### src/rtl/load_use_scoreboard.sv
// Per-register countdown scoreboard that stalls ID while any read operand
// still waits on a multi-cycle producer, and drives the PC/IF-ID/ID-EXE controls.
module load_use_scoreboard #(
    parameter int REG_NUM = 32,
    parameter int REG_AW  = 5,
    parameter int NSRC    = 2,
    parameter int LAT_W   = 3
) (
    input  logic                     clk,
    input  logic                     resetn,
    input  logic                     ID_valid,
    input  logic [NSRC*REG_AW-1:0]   ID_src,
    input  logic [NSRC-1:0]          ID_srcRead,
    input  logic                     ID_dstWr,
    input  logic [REG_AW-1:0]        ID_dst,
    input  logic [LAT_W-1:0]         ID_lat,
    input  logic                     pipe_hold,
    input  logic                     pipe_flush,
    output logic                     IF_PCWr,
    output logic                     IF_IDWr,
    output logic                     IDEXE_Flush,
    output logic [REG_NUM-1:0]       busy_vec,
    output logic [31:0]              stall_cnt
);

    localparam int IDX_N = 2 ** REG_AW;

    logic [LAT_W-1:0]  cnt_q [REG_NUM];
    logic [LAT_W-1:0]  cnt_d [REG_NUM];
    logic [31:0]       stall_cnt_q;
    logic [31:0]       stall_cnt_d;

    logic [REG_NUM-1:0] busy;
    logic [IDX_N-1:0]   busy_ext;
    logic [REG_AW-1:0]  src_idx;
    logic [LAT_W-1:0]   dec_v;
    logic               hazard;
    logic               issue;
    logic               dst_wr_ok;

    always_comb begin
        busy = '0;
        for (int i = 0; i < REG_NUM; i++) begin
            busy[i] = (cnt_q[i] != '0);
        end
    end

    // Widen to the full index space so out-of-range sources read as idle.
    always_comb begin
        busy_ext = '0;
        for (int i = 0; i < REG_NUM; i++) begin
            busy_ext[i] = busy[i];
        end
    end

    always_comb begin
        hazard  = 1'b0;
        src_idx = '0;
        for (int j = 0; j < NSRC; j++) begin
            src_idx = ID_src[j*REG_AW +: REG_AW];
            if (ID_srcRead[j] && (src_idx != '0) && busy_ext[src_idx]) begin
                hazard = 1'b1;
            end
        end
        hazard = hazard & ID_valid;
    end

    assign issue     = ID_valid & ~hazard & ~pipe_hold & ~pipe_flush;
    assign dst_wr_ok = issue & ID_dstWr & (ID_dst != '0);

    assign IF_PCWr     = ~(hazard | pipe_hold);
    assign IF_IDWr     = ~(hazard | pipe_hold);
    assign IDEXE_Flush = hazard & ~pipe_hold;
    assign busy_vec    = busy;
    assign stall_cnt   = stall_cnt_q;

    // A WAW re-write keeps the larger of the new latency and what remains.
    always_comb begin
        dec_v = '0;
        for (int i = 0; i < REG_NUM; i++) begin
            cnt_d[i] = cnt_q[i];
            if (pipe_flush) begin
                cnt_d[i] = '0;
            end else if (!pipe_hold) begin
                dec_v    = (cnt_q[i] != '0) ? (cnt_q[i] - LAT_W'(1)) : '0;
                cnt_d[i] = dec_v;
                if (dst_wr_ok && (ID_dst == REG_AW'(i))) begin
                    cnt_d[i] = (ID_lat > dec_v) ? ID_lat : dec_v;
                end
            end
        end
        cnt_d[0] = '0;
    end

    always_comb begin
        stall_cnt_d = stall_cnt_q;
        if (hazard && !pipe_hold && !pipe_flush) begin
            stall_cnt_d = stall_cnt_q + 32'd1;
        end
    end

    always_ff @(posedge clk or negedge resetn) begin
        if (!resetn) begin
            for (int i = 0; i < REG_NUM; i++) begin
                cnt_q[i] <= '0;
            end
            stall_cnt_q <= '0;
        end else begin
            for (int i = 0; i < REG_NUM; i++) begin
                cnt_q[i] <= cnt_d[i];
            end
            stall_cnt_q <= stall_cnt_d;
        end
    end

endmodule

### config.mk
export PLATFORM = sky130hd
export DESIGN_NAME = load_use_scoreboard
export DESIGN_NICKNAME = d
export VERILOG_FILES = /design/src/rtl/load_use_scoreboard.sv
export SDC_FILE = /design/constraint.sdc
export NUM_CORES = 1
export LEC_CHECK = 0
export BUFFER_PORTS_ARGS = -buffer_cell sky130_fd_sc_hd__buf_2
export CORE_UTILIZATION = 30
export CTS_BUF_LIST = sky130_fd_sc_hd__clkbuf_4 sky130_fd_sc_hd__clkbuf_8
export CTS_CLUSTER_DIAMETER = 150
export DETAILED_ROUTE_END_ITERATION = 16
export SYNTH_ARGS = -nofsm -noshare
export SYNTH_HDL_FRONTEND = slang
export SYNTH_SLANG_ARGS = --single-unit
export TNS_END_PERCENT = 1
### constraint.sdc
create_clock -name clk -period 3.9 [get_ports clk]
set_input_delay 0.78 -clock clk [delete_from_list [all_inputs] [get_ports clk]]
set_output_delay 0.78 -clock clk [all_outputs]
set_load 0.005 [all_outputs]
=== Word level (Yosys, flattened, before mapping) ===
Index checks and enable logic that the tools add are counted.

* Add/sub/neg operators: 32
* Order comparisons: 33
* Equality and inequality tests: 32
* Mux-type cells: 161
* Bitwise operators: 12
* Reduce and logical (&&, ||, !) cells: 73

{| class="wikitable"
|+ Operators with widths
! operator !! count
|-
| 2-to-1 mux 3 bit || 155
|-
| > comparator 3 bit || 31
|-
| nonzero test 3 bit || 31
|-
| subtractor 3 x 1 -> 3 bit, second input constant || 31
|-
| equality test 5 bit, second input constant || 16
|-
| equality test 5 x 4 -> 1 bit, second input constant || 8
|-
| logical AND 1 bit || 37
|-
| adder 32 x 1 -> 32 bit, second input constant || 1
|-
| equality test 5 x 3 -> 1 bit, second input constant || 4
|-
| nonzero test 5 bit || 3
|-
| less-than comparator 5 x 6 -> 1 bit, second input constant || 2
|-
| binary-select mux 1 bit (select 5 bit) || 2
|-
| equality test 5 x 2 -> 1 bit, second input constant || 2
|-
| AND 1 bit || 7
|-
| equality test 5 x 1 -> 1 bit, second input constant || 1
|-
| 2-to-1 mux 1 bit || 4
|-
| inverter 1 bit || 4
|-
| zero test 1 bit || 2
|-
| != test 2 x 1 -> 1 bit, second input constant || 1
|-
| OR 1 bit || 1
|}

* Register bits: 125
* Input bits: 26
* Output and inout bits: 67
* Word-level logic and storage cells: 375

=== Depth between registers and ports, before layout ===
* Depth in word-level cells: 17
* Gate-level depth with buffers: 13
* Depth with buffers taken out: 11

=== Least setup slack after synthesis ===
OpenSTA, ideal clock, no wires.

* Kind: input to output
* Start point: in ID_src[2]
* End point: out IF_PCWr
* Arrival time: 2.803 ns
* Data required time: 3.120 ns
* Slack: 0.317 ns
* Cell stages on the path: 12
* Cells stage by stage: clkbuf_1 -> nand2_1 -> nor2_1 -> a221o_1 -> a221o_1 -> nand4_1 -> buf_2 -> nand2_4 -> buf_2 -> clkbuf_1 -> a21oi_1 -> buf_4

* Longest elaborated chain between the ends: 8
* Elaborated cells between the ends (all ways): 10

{| class="wikitable"
|+ Ends and longest elaborated chain
! what !! RTL line !! source
|-
| from (decl) || 12 || <nowiki>input logic [NSRC*REG_AW-1:0] ID_src,</nowiki>
|-
| binary-select mux 1 bit (select 5 bit) / nonzero test 5 bit (equally long branches) || 61 || <nowiki>if (ID_srcRead[j] && (src_idx != '0) && busy_ext[src_idx]) begin</nowiki>
|-
| 2-to-1 mux 1 bit (implied by the code) / logical AND 1 bit (equally long branches) || 61 ||
|-
| logical AND 1 bit * || 61 ||
|-
| 2-to-1 mux 1 bit * (2 in series) || 61 ||
|-
| AND 1 bit * || 65 || <nowiki>hazard = hazard & ID_valid;</nowiki>
|-
| OR 1 bit * || - ||
|-
| inverter 1 bit * || - ||
|-
| to (decl) || 19 || <nowiki>output logic IF_PCWr,</nowiki>
|}

Mark *: on every way between the ends. The rest lies on a longest branch, timed or not. The select of a mux whose other input is x is not followed.

=== Worst setup path after layout ===
* Start point: reg cnt_q[17] (netlist bit)
* End point: out IF_PCWr

* Longest elaborated chain between the ends: 9
* Elaborated cells between the ends (all ways): 12

{| class="wikitable"
|+ Ends and longest elaborated chain
! what !! RTL line !! source
|-
| from (decl) || 28 || <nowiki>logic [LAT_W-1:0] cnt_q [REG_NUM];</nowiki>
|-
| from (signal, indexed assignment) || 110 || <nowiki>cnt_q[i] <= cnt_d[i];</nowiki>
|-
| nonzero test 3 bit * || 44 || <nowiki>busy[i] = (cnt_q[i] != '0);</nowiki>
|-
| binary-select mux 1 bit (select 5 bit) || 61 ||
|-
| 2-to-1 mux 1 bit (implied by the code) || 61 ||
|-
| logical AND 1 bit || 61 ||
|-
| 2-to-1 mux 1 bit || 61 ||
|-
| 2-to-1 mux 1 bit * || 61 ||
|-
| AND 1 bit * || 65 ||
|-
| OR 1 bit * || 71 || <nowiki>assign IF_PCWr = ~(hazard | pipe_hold);</nowiki>
|-
| inverter 1 bit * || 71 ||
|}

Marks and branches as above.

==> reports/metrics.yaml <==
outcome:
  status: "complete, no violations"
worst_setup_path:
  r2r_slack_ns: 0.73
  crit_type: "reg -> out"
  rr_worst_depth: 9
  critPathArrivalTime_ns: 2.83
  endpoint_kind: "primary output"
  r2r_start: "cnt_q[17]"
  worstPathMaxFanout: 13
  start_kind: "register"
  reg2reg_to: "cnt_q[39]"
  required_ns: 3.12
clock_tree:
  cts_num_sinks: 125
  cts-htree-levels: 4
  cts_tree: "built"
  ctsHoldBuffers: 0
  path_clk_slew_ns: 0.08
  cts_buffers: 17
  cts.path.max_buffers: 2
  cts_setup_buffers: 0
  cts_root_buf: "clkbuf_8"
  clk_latency_ns: 0.48
  post_cts_resized: 0
power:
  peakVddDrop_v: 0.0002925
  power.density_nw_per_um2: 277.6
  leakage_nw: 5.234
routing:
  drtIter0Drc: 1010
  ant_nets: 0
  vias_per_cell: 5.892
  drcViolationCount: 0
  post_drt_wl_per_cell_um: 20.06
  dr.pass1.iters: 5
  vias: 10790
  wl_um: 36730
  met3_length_um: 2977
  wl_met2_um: 16170
  dr.max_layer_used: "met4"
  wl_met1_um: 16650
sta:
  rsz0062_at_grt: "no"
  period_needed_ns: 3.605
  min_period_over_period_pct: 92.44
  timing.final.ws_setup_ns: 0.2949
  tightest_slew_ns: 0.7337
  fmax_ghz: 0.2774
  hold_viol_final: 0
  fin_skew_ns: 0.01560
  slew_violations: 0
  timing.hold.ws_ns: 0.3383
  final-setup-viol-count: 0
  tns_ns: 0
  relSlewSlack_pct: 50.71
logic_synthesis:
  synth_top_area_cell: "dfrtp_1"
  syn_nets: 1374
  syn-cell-area_um2: 10490
  yosys_warnings: 0
  synth_edf_count: 0
  synth_cell_types: 65
  synth.top_cell.area_share_pct: 29.82
  ys_seq_area_share_pct: 29.82
  synth-async-reset-ratio_pct: 100.0
  ys_ff_latch: 125
  syn_inst: 1254
  synthTopCellsByArea: "dfrtp_1 30%, ha_1 11%, a21oi_1 6.0%"
  synthFlopType: "dfrtp_1"
  syn_avg_cell_area_um2: 8.366
grt:
  grt_antenna_before_repair: 1
  grt_use_total_pct: 20.50
  grt_max_degree: 165
  grt_overflow_total: 0
  grt_pass1_vias: 10070
  grt_pass1_wl_um: 57140
finish:
  drive_gt1_share_pct: 17.24
  syn2layout_area_growth_pct: 17.27
  fin_nets: 1484
  fin_util_pct: 35.70
  layout.cells.non_filler: 1831
flow_run:
  cap_violations: 0
die:
  fp.dieH_um: 189.0
  die_x_um: 189.0
  die_area_um2: 35720
  start_util_pct: 30.45
  core.rowCount: 68
  core_um2: 34460
  io_pins: 93
placement:
  dp_hpwl_um: 25290
  portBuffers: 91
  place.gp.congestion: 0.9219
  post-place-ws_ns: 0.3885
  dp.cells: 1800
worst_hold_path:
  hold_class: "in -> async"
-- synthesized netlist by cell type (10+ instances only) --
| cell type | number |
|---|---|
| a21oi_1 | 126 |
| dfrtp_1 | 125 |
| ha_1 | 94 |
| inv_1 | 94 |
| o21ai_0 | 75 |
| nand2_1 | 65 |
| nor2_1 | 58 |
| clkbuf_1 | 46 |
| nand3_1 | 46 |
| a311oi_1 | 42 |
| nor3_1 | 36 |
| a21o_1 | 34 |
| a221oi_1 | 33 |
| nor3b_1 | 30 |
| a32oi_1 | 27 |
| o22ai_1 | 26 |
| a31oi_1 | 24 |
| xnor2_1 | 22 |
| nand4_1 | 20 |
| buf_2 | 18 |
| a31o_2 | 16 |
| a21bo_2 | 15 |
| and2_1 | 13 |
| nor4_1 | 13 |
| or3_1 | 12 |
| a311o_1 | 10 |
| nand2b_1 | 10 |
| o21bai_1 | 10 |
-- per-stage QoR --
stage          instance area, µm²  total power, W
6_report                    12300        0.003415
5_1_grt                     12300        0.003562
4_1_cts                     12300        0.003428
3_5_place_dp                11880        0.002140
3_3_place_gp                11880        0.002124
2_1_floorplan               10490        0.001805
-- layout make-up --
class	count	area, µm²
multi-input cells	962	6704
diodes	1	2.502
well taps	455	569.3
fillers	3602	22160
repair buffers	163	1120
clock buffers	20	256.5
inverters	95	356.6
flip-flops and latches	125	3128
clock inverters	10	166.4
-- power by group --
group	total [W]	switching [W]	internal [W]
sequential	0.00138	0.0000533	0.00133
combinational	0.000743	0.000484	0.000259
clock	0.00129	0.000576	0.000712
total	0.00342	0.00111	0.00230
-- cells in the final DEF, fill, tap and decap left out, types with 27 or more instances in the layout --
cell	count
nor3b_1	30
a311oi_1	42
nand2_1	65
a21o_1	34
ha_1	94
buf_4	65
nor2_1	58
a221oi_1	33
dfrtp_1	125
inv_1	93
nor3_1	36
a21oi_1	126
nand3_1	46
buf_2	88
a32oi_1	27
o21ai_0	75
-- metal layers --
layer / GRT usage (%) / up-vias
met5: 0 / -
met4: 6.855 / 0
met3: 5.042 / 64
met2: 31.41 / 460
met1: 28.01 / 5216
li1: - / 5049
-- critical path, cell delays in order, from the launching register on --
cell and delay [ns]:
dfrtp_1 0.41, or3_1 0.56, a221o_1 0.38, a221o_1 0.29, nand4_1 0.20, nand2_4 0.16
a21oi_1 0.20, buf_2 0.14
-- flip-flops by register name, summed over array words and instances, names as in the netlist --
register   flops
stall_cnt     32
cnt_q         93
-- kinds of logic after synthesis --
| group | Yosys count | synth area share [%] |
|---|---|---|
| AND/OR/NAND/NOR | 341 | 17.23 |
| XOR/XNOR | 31 | 2.588 |
| adder cells (fa/ha/maj) | 94 | 11.21 |
| multiplexers | 11 | 1.097 |
| other | 1 | 0.03574 |
| flip-flops | 125 | 29.82 |
| AO/OA/AOI/OAI | 484 | 31.69 |
| buffers and inverters | 167 | 6.333 |
-- how the worst max path moves through the flow --
stage / cells after the start / end / slack, ns / start
after detailed placement: 11 / stall_cnt[7] / 0.39 / ID_src[0]
after global routing: 9 / IF_IDWr / 0.12 / cnt_q[45]
after global placement: 11 / stall_cnt[7] / 0.47 / ID_src[0]
after floorplan: 12 / IF_PCWr / 0.32 / ID_src[2]
after CTS: 7 / IF_PCWr / 0.31 / cnt_q[17]
final: 7 / IF_PCWr / 0.29 / cnt_q[17]
No activity file was read; power rests on OpenSTA's default activity.
